File: src/rtl/mem_arbiter_pkg.sv
// rtl/mem_arbiter_pkg.sv - shared types and constants for the SRAM arbiter
package mem_arbiter_pkg;

  localparam int SRAM_ADDR_W = 20;

  typedef enum logic [1:0] {
    ST_IDLE   = 2'd0,
    ST_SETUP  = 2'd1,
    ST_ACCESS = 2'd2,
    ST_DONE   = 2'd3
  } arb_state_t;

  typedef enum logic {
    LS_WORD = 1'b0,
    LS_BYTE = 1'b1
  } ls_width_t;

  // SRAM is word organised: byte address bits [21:2] select the word
  function automatic logic [SRAM_ADDR_W-1:0] word_addr(input logic [21:0] a);
    return a[21:2];
  endfunction

endpackage

File: src/rtl/sram_byte_lane.sv
// rtl/sram_byte_lane.sv - byte enables, store replication and load extraction
module sram_byte_lane
  import mem_arbiter_pkg::*;
(
  input  logic [1:0]  i_addr_lo,
  input  ls_width_t   i_width,
  input  logic [31:0] i_wdata,
  input  logic [31:0] i_rdata,
  output logic [3:0]  o_be_n,
  output logic [31:0] o_wdata,
  output logic [31:0] o_rdata
);

  logic [7:0] w_byte;

  // word accesses use every lane; byte accesses enable one lane and sign-extend loads
  always_comb begin
    w_byte  = i_rdata[{i_addr_lo, 3'b000} +: 8];
    o_be_n  = 4'b0000;
    o_wdata = i_wdata;
    o_rdata = i_rdata;
    if (i_width == LS_BYTE) begin
      o_be_n  = ~(4'b0001 << i_addr_lo);
      o_wdata = {4{i_wdata[7:0]}};
      o_rdata = {{24{w_byte[7]}}, w_byte};
    end
  end

endmodule

File: src/rtl/mem_arbiter.sv
// rtl/mem_arbiter.sv - fetch/data arbiter in front of a single asynchronous SRAM port
module mem_arbiter
  import mem_arbiter_pkg::*;
(
  input  logic                   clk,
  input  logic                   rst_n,
  input  logic                   if_req,
  input  logic [31:0]            if_addr,
  output logic                   if_ack,
  output logic [31:0]            if_rdata,
  input  logic                   mem_req,
  input  logic                   mem_we,
  input  logic                   mem_byte,
  input  logic [31:0]            mem_addr,
  input  logic [31:0]            mem_wdata,
  output logic                   mem_ack,
  output logic [31:0]            mem_rdata,
  output logic [SRAM_ADDR_W-1:0] sram_addr,
  output logic [31:0]            sram_wdata,
  input  logic [31:0]            sram_rdata,
  output logic                   sram_oe_data,
  output logic                   sram_ce_n,
  output logic                   sram_oe_n,
  output logic                   sram_we_n,
  output logic [3:0]             sram_be_n,
  output logic                   busy
);

  arb_state_t  r_state;
  logic        r_starve;
  logic        r_is_if;
  logic        r_we;
  ls_width_t   r_width;
  logic [21:0] r_addr;

  logic        w_grant_if;
  logic [31:0] w_sel_addr;
  logic        w_sel_we;
  ls_width_t   w_sel_width;
  logic [31:0] w_sel_wdata;
  logic [1:0]  w_lane_addr;
  ls_width_t   w_lane_width;
  logic [3:0]  w_lane_be_n;
  logic [31:0] w_lane_wdata;
  logic [31:0] w_lane_rdata;
  logic        w_unused;

  // data side wins unless the fetch already lost the previous grant
  assign w_grant_if  = if_req && (!mem_req || r_starve);
  assign w_sel_addr  = w_grant_if ? if_addr : mem_addr;
  assign w_sel_we    = w_grant_if ? 1'b0 : mem_we;
  assign w_sel_width = (!w_grant_if && mem_byte) ? LS_BYTE : LS_WORD;
  assign w_sel_wdata = w_grant_if ? 32'h0 : mem_wdata;

  // in IDLE the lane logic sees the request being granted, afterwards the latched one
  assign w_lane_addr  = (r_state == ST_IDLE) ? w_sel_addr[1:0] : r_addr[1:0];
  assign w_lane_width = (r_state == ST_IDLE) ? w_sel_width : r_width;

  assign w_unused = ^{if_addr[31:22], mem_addr[31:22]};

  sram_byte_lane u_lane (
    .i_addr_lo (w_lane_addr),
    .i_width   (w_lane_width),
    .i_wdata   (w_sel_wdata),
    .i_rdata   (sram_rdata),
    .o_be_n    (w_lane_be_n),
    .o_wdata   (w_lane_wdata),
    .o_rdata   (w_lane_rdata)
  );

  // arbitration FSM with all SRAM strobes, acks and read data registered
  always_ff @(posedge clk or negedge rst_n) begin
    if (!rst_n) begin
      r_state      <= ST_IDLE;
      r_starve     <= 1'b0;
      r_is_if      <= 1'b0;
      r_we         <= 1'b0;
      r_width      <= LS_WORD;
      r_addr       <= '0;
      sram_addr    <= '0;
      sram_wdata   <= '0;
      sram_oe_data <= 1'b0;
      sram_ce_n    <= 1'b1;
      sram_oe_n    <= 1'b1;
      sram_we_n    <= 1'b1;
      sram_be_n    <= 4'b1111;
      if_ack       <= 1'b0;
      mem_ack      <= 1'b0;
      if_rdata     <= '0;
      mem_rdata    <= '0;
      busy         <= 1'b0;
    end else begin
      case (r_state)
        ST_IDLE: begin
          if (if_req || mem_req) begin
            r_state    <= ST_SETUP;
            busy       <= 1'b1;
            r_is_if    <= w_grant_if;
            r_starve   <= !w_grant_if && if_req;
            r_addr     <= w_sel_addr[21:0];
            r_we       <= w_sel_we;
            r_width    <= w_sel_width;
            sram_addr  <= word_addr(w_sel_addr[21:0]);
            sram_wdata <= w_lane_wdata;
            sram_be_n  <= w_lane_be_n;
            sram_ce_n  <= 1'b0;
            sram_oe_n  <= w_sel_we;
          end
        end
        ST_SETUP: begin
          r_state <= ST_ACCESS;
          if (r_we) begin
            sram_we_n    <= 1'b0;
            sram_oe_data <= 1'b1;
          end
        end
        ST_ACCESS: begin
          r_state      <= ST_DONE;
          sram_ce_n    <= 1'b1;
          sram_oe_n    <= 1'b1;
          sram_we_n    <= 1'b1;
          sram_be_n    <= 4'b1111;
          sram_oe_data <= 1'b0;
          if (r_is_if) begin
            if_ack   <= 1'b1;
            if_rdata <= sram_rdata;
          end else begin
            mem_ack <= 1'b1;
            if (!r_we) mem_rdata <= w_lane_rdata;
          end
        end
        ST_DONE: begin
          r_state <= ST_IDLE;
          if_ack  <= 1'b0;
          mem_ack <= 1'b0;
          busy    <= 1'b0;
        end
        default: r_state <= ST_IDLE;
      endcase
    end
  end

endmodule

File: config.mk
export PLATFORM = sky130hd
export DESIGN_NAME = mem_arbiter
export DESIGN_NICKNAME = d
export VERILOG_FILES = /design/src/rtl/mem_arbiter_pkg.sv /design/src/rtl/sram_byte_lane.sv /design/src/rtl/mem_arbiter.sv
export SDC_FILE = /design/constraint.sdc
export NUM_CORES = 1
export LEC_CHECK = 0
export BUFFER_PORTS_ARGS = -buffer_cell sky130_fd_sc_hd__buf_2
export CAP_MARGIN = 0
export CORE_MARGIN = 2
export CORE_UTILIZATION = 45
export DETAILED_ROUTE_END_ITERATION = 10
export HOLD_SLACK_MARGIN = 0.05
export PLACE_DENSITY = 0.85
export SYNTH_ARGS = -nofsm -noshare
export SYNTH_HDL_FRONTEND = slang
export SYNTH_HIERARCHICAL = 1
export SYNTH_SLANG_ARGS = --single-unit
File: constraint.sdc
create_clock -name clk -period 2.6 [get_ports clk]
set_clock_uncertainty 0.05 [all_clocks]
set_input_delay 0.78 -clock clk [delete_from_list [all_inputs] [get_ports clk]]
set_output_delay 0.78 -clock clk [all_outputs]
set_load 0.005 [all_outputs]
==> key figures, run 1 <==
Run status
  • Status: complete, no violations

Routing
  • Routed len/inst: 16.6 um
  • Detailed Route Iter0 Violations: 397
  • Vias per cell: 5.35
  • Via count: 6095
  • WL final: 18900 um
  • Routed Antenna Nets: 0
  • Residual DRC: 0
  • Initial DRT Pass Iterations: 5

Finish
  • FF/Latch Area: 3390 sq um
  • Post-route cell area: 9200 sq um
  • Share of cells above drive strength 1: 0.444
  • Multi-input logic area: 3140 sq um
  • Post-Layout Cell Count: 1140
  • Final core occ: 0.605
  • # nets final: 1079
  • Area growth, synth to finish: 31.4%
  • Diodes inserted: 0
  • Fill count: 1268

Timing
  • Final slew viol count: 0
  • Final Hold Vio Count: 0
  • Max Clk Rate: 422 MHz
  • Tmin final: 2370 ps
  • Worst-margin pin slew: 528 ps
  • Period utilization: 0.911
  • Hold slack: 268 ps
  • RSZ-0062 raised after global routing: no
  • Final setup viols: 0
  • Slew headroom: 0.648
  • Setup total negative slack: 0 ps

Clocking
  • TritonCTS clock tree: done
  • CTS max path bufs: 2
  • Root Driver: clkbuf_16
  • CTS buffer count: 17
  • Worst-skew pair later-pin latency: 420 ps
  • H-tree Lvls: 4
  • Num Clock Sinks: 135
  • CTS Hold Bufs: 0
  • CTS clk-pin slew, worst paths: 60 ps

Yosys
  • Yosys warnings: 6
  • Distinct cells, synth: 44
  • Main flop type after synthesis: dfrtp_1
  • EDFF count, synth: 0
  • Yosys reg bits: 135
  • FFs w/ async S/R, synth: 1.00
  • Gate Count Post-Synth: 696
  • Post-synth top area share: 0.458
  • Cell taking the most area after synthesis: dfrtp_1
  • Average cell area after synthesis: 10.1 sq um
  • Top cells by area in the synthesized netlist: dfrtp_1 46%, mux2_2 10%, nand2_1 6.0%
  • Mapped Area: 7000 sq um
  • Register area share after synthesis: 0.484
  • Post-synthesis net count: 835

Pwr
  • Peak supply drop: 0.602 mV
  • Pwr dens: 1280 nW/um^2
  • Static Leak: 4.48 nW

Hold path
  • Worst min path class: input port to async pin

Floorplanning
  • Core area: 15200 sq um
  • Die H: 129 um
  • Boundary Pins: 261
  • Die Area: 16600 sq um
  • Starting density of the core: 0.460
  • Site Rows: 45
  • Die X: 129 um

GRT
  • Initial antenna violation count: 0
  • Grt total ovfl: 0
  • Largest net degree at the start of global routing: 55
  • Total track usage: 0.233
  • Vias in the first global route: 5752
  • Global-route wire length before repair: 29900 um

Critical path
  • Crit path max fanout: 8
  • CP arrival: 2620 ps
  • CP Class: register to register
  • Startpoint Class: register
  • CP Data Required Time: 2850 ps
  • Crit path capture type: register

Place
  • HPWL Detailed: 13800 um
  • Dpl cell area: 8570 sq um
  • Gpl congestion: 0.830
  • Cells after DPL: 1108
  • IO Port Bufs: 240

Job
  • Maxcap violations: 0
-- Yosys cell counts, drive strengths merged, types with 4 or more instances --
library cell / number
a21oi: 27
mux2i: 11
o22ai: 4
inv: 40
a31oi: 25
nor3: 5
clkbuf: 24
ha: 5
buf: 38
o221ai: 25
dfstp: 7
nor2: 29
dfrtp: 128
nor2b: 8
nand2b: 27
mux2: 66
and2: 33
nand2: 112
o21ai: 57
a222oi: 7
-- flip-flops by register name, indices dropped and copies added (netlist names), 2 cells and up --
register / count
r_state: 2
r_addr: 2
sram_addr: 20
sram_wdata: 32
mem_rdata: 32
if_rdata: 32
sram_be_n: 4
-- per-stage QoR --
| stage | power (mW) | setup slack [ps] |
|---|---|---|
| final | 11.7 | 232 |
| after detailed placement | 9.25 | -168 |
| after global routing | 12.6 | 101 |
| after floorplan | 7.16 | 5.02 |
| after global placement | 9.05 | -146 |
| after CTS | 11.8 | 94.3 |
-- worst max-delay path: stages, from the launching register on --
cell,delay (ps)
dfrtp_1,400
inv_1,150
ha_2,310
nor2_1,100
a31oi_4,180
buf_12,160
mux2i_4,290
buf_4,230
o221ai_2,110
mux2_2,270
-- cell usage in the layout, fill, tap and decap left out, types with 5 or more instances in the layout --
| cell type | count |
|---|---|
| a21oi_1 | 27 |
| a222oi_1 | 7 |
| a31oi_1 | 23 |
| and2_1 | 33 |
| buf_12 | 9 |
| buf_2 | 239 |
| buf_4 | 37 |
| clkbuf_16 | 17 |
| dfrtp_1 | 128 |
| dfstp_2 | 7 |
| inv_1 | 40 |
| mux2_2 | 65 |
| mux2i_1 | 8 |
| nand2_1 | 112 |
| nand2b_1 | 27 |
| nor2_1 | 29 |
| nor2b_1 | 8 |
| nor3_1 | 5 |
| o21ai_0 | 51 |
| o221ai_1 | 5 |
| o221ai_2 | 20 |
-- power by group --
group	leakage [nW]	switching [mW]	total, mW	internal (mW)
Clock	0.288	0.907	2.46	1.55
Sequential	1.60	0.572	3.74	3.17
Combinational	2.59	2.76	5.55	2.79
Total	4.48	4.24	11.7	7.51
-- metal layers --
metal | share of wire | track usage
met1 | 0.41 | 0.291
met2 | 0.50 | 0.397
met3 | 0.077 | 0.0536
met4 | 0.017 | 0.0806
met5 | 0 | 0
-- final timing paths --
path / depth (start not counted) / startpoint / slack [ps] / end
min in group clk: 2 / sram_wdata[11] / 420 / sram_wdata[11]
setup reg to reg: 9 / r_state[0] / 230 / mem_rdata[15]
hold reg to reg: 2 / sram_wdata[11] / 420 / sram_wdata[11]
max in group asynchronous: 2 / rst_n / 1490 / sram_oe_n
setup / recovery: 9 / r_state[0] / 230 / mem_rdata[15]
hold / removal: 1 / rst_n / 270 / if_rdata[29]
-- logic make-up (layout without fill, tap and decap cells) --
kind of cell / Yosys count / in the layout / share of synthesized area
and+or+nand+nor: 221 / 221 / 0.148
DFF: 135 / 135 / 0.484
muxes: 77 / 77 / 0.124
buffers and inverters: 102 / 358 / 0.0760
AOI/OAI and AO/OA: 156 / 156 / 0.159
adders and majority gates: 5 / 5 / 0.00894
-- timing repair --
action | in CTS | in global routing
endpoints found under the setup margin | 9 | 6
buffers inserted | 1 | 0
gates resized for setup | 0 | 2
-- layout make-up --
| class | instances | share of cell area |
|---|---|---|
| tap | 188 | 0.0256 |
| clock buffer | 20 | 0.0496 |
| clock inverter | 11 | 0.0162 |
| inverter | 40 | 0.0163 |
| multi-input combinational | 459 | 0.342 |
| timing repair buffer | 287 | 0.182 |
| sequential | 135 | 0.368 |
(Power assumes the default switching activity.)
==> inputs of run 2 (changes only) <==
- CTS_CLUSTER_DIAMETER: unset -> 40
- REMOVE_ABC_BUFFERS: unset -> 1
==> run 2 against run 1 <==
- via count barely moved
- sequential share of layout area shrank 0.17 points
- first-iteration DRC count grew 0.50%
- core utilization increased by 0.28 points
==> key figures, run 2 (same netlist as run 1, synthesis figures left out) <==
Critical path
  • Crit path capture type: register
  • Slowest CP cell: dfrtp_1
  • Reg-to-reg endpoint: mem_rdata[10]
  • CP arrival: 2700 ps
  • CP peak stage delay: 410 ps
  • R2R depth: 9
  • Crit path max fanout: 10
  • Worst reg2reg path startpoint: r_state[0]
  • Reg2Reg Setup Slack: 150 ps
  • CP Class: register to register
  • CP Data Required Time: 2840 ps
  • Crit-path cells: inv_1 -> ha_2 -> nor2_1 -> a31oi_2 -> buf_12 -> mux2i_4 -> buf_4 -> o221ai_1 -> mux2_2
  • Startpoint Class: register

GRT
  • Initial antenna violation count: 1
  • Global-route wire length before repair: 29400 um
  • Largest net degree at the start of global routing: 59
  • Vias in the first global route: 5900
  • Total track usage: 0.225
  • Grt total ovfl: 0

Finish
  • Commonest non-fill, non-tap cells in the layout: 239 x buf_2, 128 x dfrtp_1, 112 x nand2_1
  • # nets final: 1073
  • Area growth, synth to finish: 32.0%
  • Post-route cell area: 9240 sq um
  • Diodes inserted: 0
  • Regs by FF count: if_rdata x32, mem_rdata x32, sram_wdata x32
  • Multi-input logic area: 3120 sq um
  • Final core occ: 0.608
  • FF/Latch Area: 3390 sq um
  • Commonest non-fill, non-tap cell in the layout: buf_2
  • Share of cells above drive strength 1: 0.438
  • Fill count: 1220

Floorplanning
  • Site Rows: 45
  • Starting density of the core: 0.460
  • Die H: 129 um
  • Die Area: 16600 sq um
  • Core area: 15200 sq um
  • Boundary Pins: 261
  • Die X: 129 um

Place
  • HPWL Detailed: 12800 um
  • IO Port Bufs: 240
  • Gpl congestion: 0.809
  • Dpl cell area: 8520 sq um

Routing
  • Vias per cell: 5.37
  • Routed len/inst: 16.1 um
  • Routed Antenna Nets: 0
  • WL final: 18300 um
  • Initial DRT Pass Iterations: 7
  • Residual DRC: 0
  • Via count: 6097
  • Detailed Route Iter0 Violations: 399

Pwr
  • Static Leak: 4.51 nW
  • Peak supply drop: 0.464 mV
  • Pwr dens: 1320 nW/um^2

Run status
  • Status: complete, no violations

Clocking
  • CTS clk-pin slew, worst paths: 60 ps
  • H-tree Lvls: 4
  • CTS max path bufs: 2
  • Worst-skew pair later-pin latency: 410 ps
  • Post-CTS Setup Bufs: 0
  • TritonCTS clock tree: done
  • CTS buffer count: 17
  • Num Clock Sinks: 135
  • CTS Hold Bufs: 0
  • Post_cts resized: 0
  • Root Driver: clkbuf_16

Job
  • Maxcap violations: 0

Timing
  • Final setup viols: 0
  • Final Hold Vio Count: 0
  • RSZ-0062 raised after global routing: no
  • Slew headroom: 0.267
  • Max Clk Rate: 407 MHz
  • Period utilization: 0.944
  • Final slew viol count: 0
  • Worst-margin pin slew: 1100 ps
  • Tmin final: 2450 ps

Hold path
  • Worst min path class: input port to async pin
-- run 2: final cells by class --
class,count,share of cell area
tap,188,0.0255
sequential,135,0.367
clock buffer,20,0.0483
multi-input combinational,459,0.338
clock inverter,12,0.0292
inverter,40,0.0162
timing repair buffer,281,0.176
-- run 2: power by group --
part | internal, mW | switching (mW)
Clock | 2.02 | 0.911
Sequential | 3.17 | 0.579
Combinational | 2.73 | 2.75
Total | 7.92 | 4.24
-- run 2: routing by layer --
metal	GRT usage	part of all wire
met5	0	0.0011
met4	0.0844	0.020
met3	0.0620	0.072
met2	0.378	0.50
met1	0.278	0.41
-- run 2: worst max path at each step --
stage	startpoint	to	slack, ps
global route	r_state[0]	mem_rdata[10]	10
finish	r_state[0]	mem_rdata[10]	150
global placement	mem_req	mem_rdata[5]	-120
detailed placement	mem_req	mem_rdata[6]	-140
floorplan	if_req	mem_rdata[10]	-2520
CTS	r_state[0]	mem_rdata[10]	10
-- run 2: critical path, delay by kind of cell, from the launching register on --
family	cells	cell delay, ps
muxes	2	550
buffers and inverters	3	530
DFF	1	410
adders and majority gates	1	350
AOI/OAI and AO/OA	2	350
and+or+nand+nor	1	90
-- run 2: stage by stage --
stage | setup slack (ps) | cells | TNS [ps] | power, mW | hold slack, ps
2_1_floorplan | -2520 | 634 | -117510 | 6.79 | 400
3_3_place_gp | -118 | 1103 | -1780 | 9.00 | 403
3_5_place_dp | -140 | 1103 | -2720 | 9.23 | 407
4_1_cts | 11.6 | 1135 | 0 | 12.2 | 278
5_1_grt | 12.0 | 1135 | 0 | 13.0 | 286
6_report | 146 | 1135 | 0 | 12.2 | 278
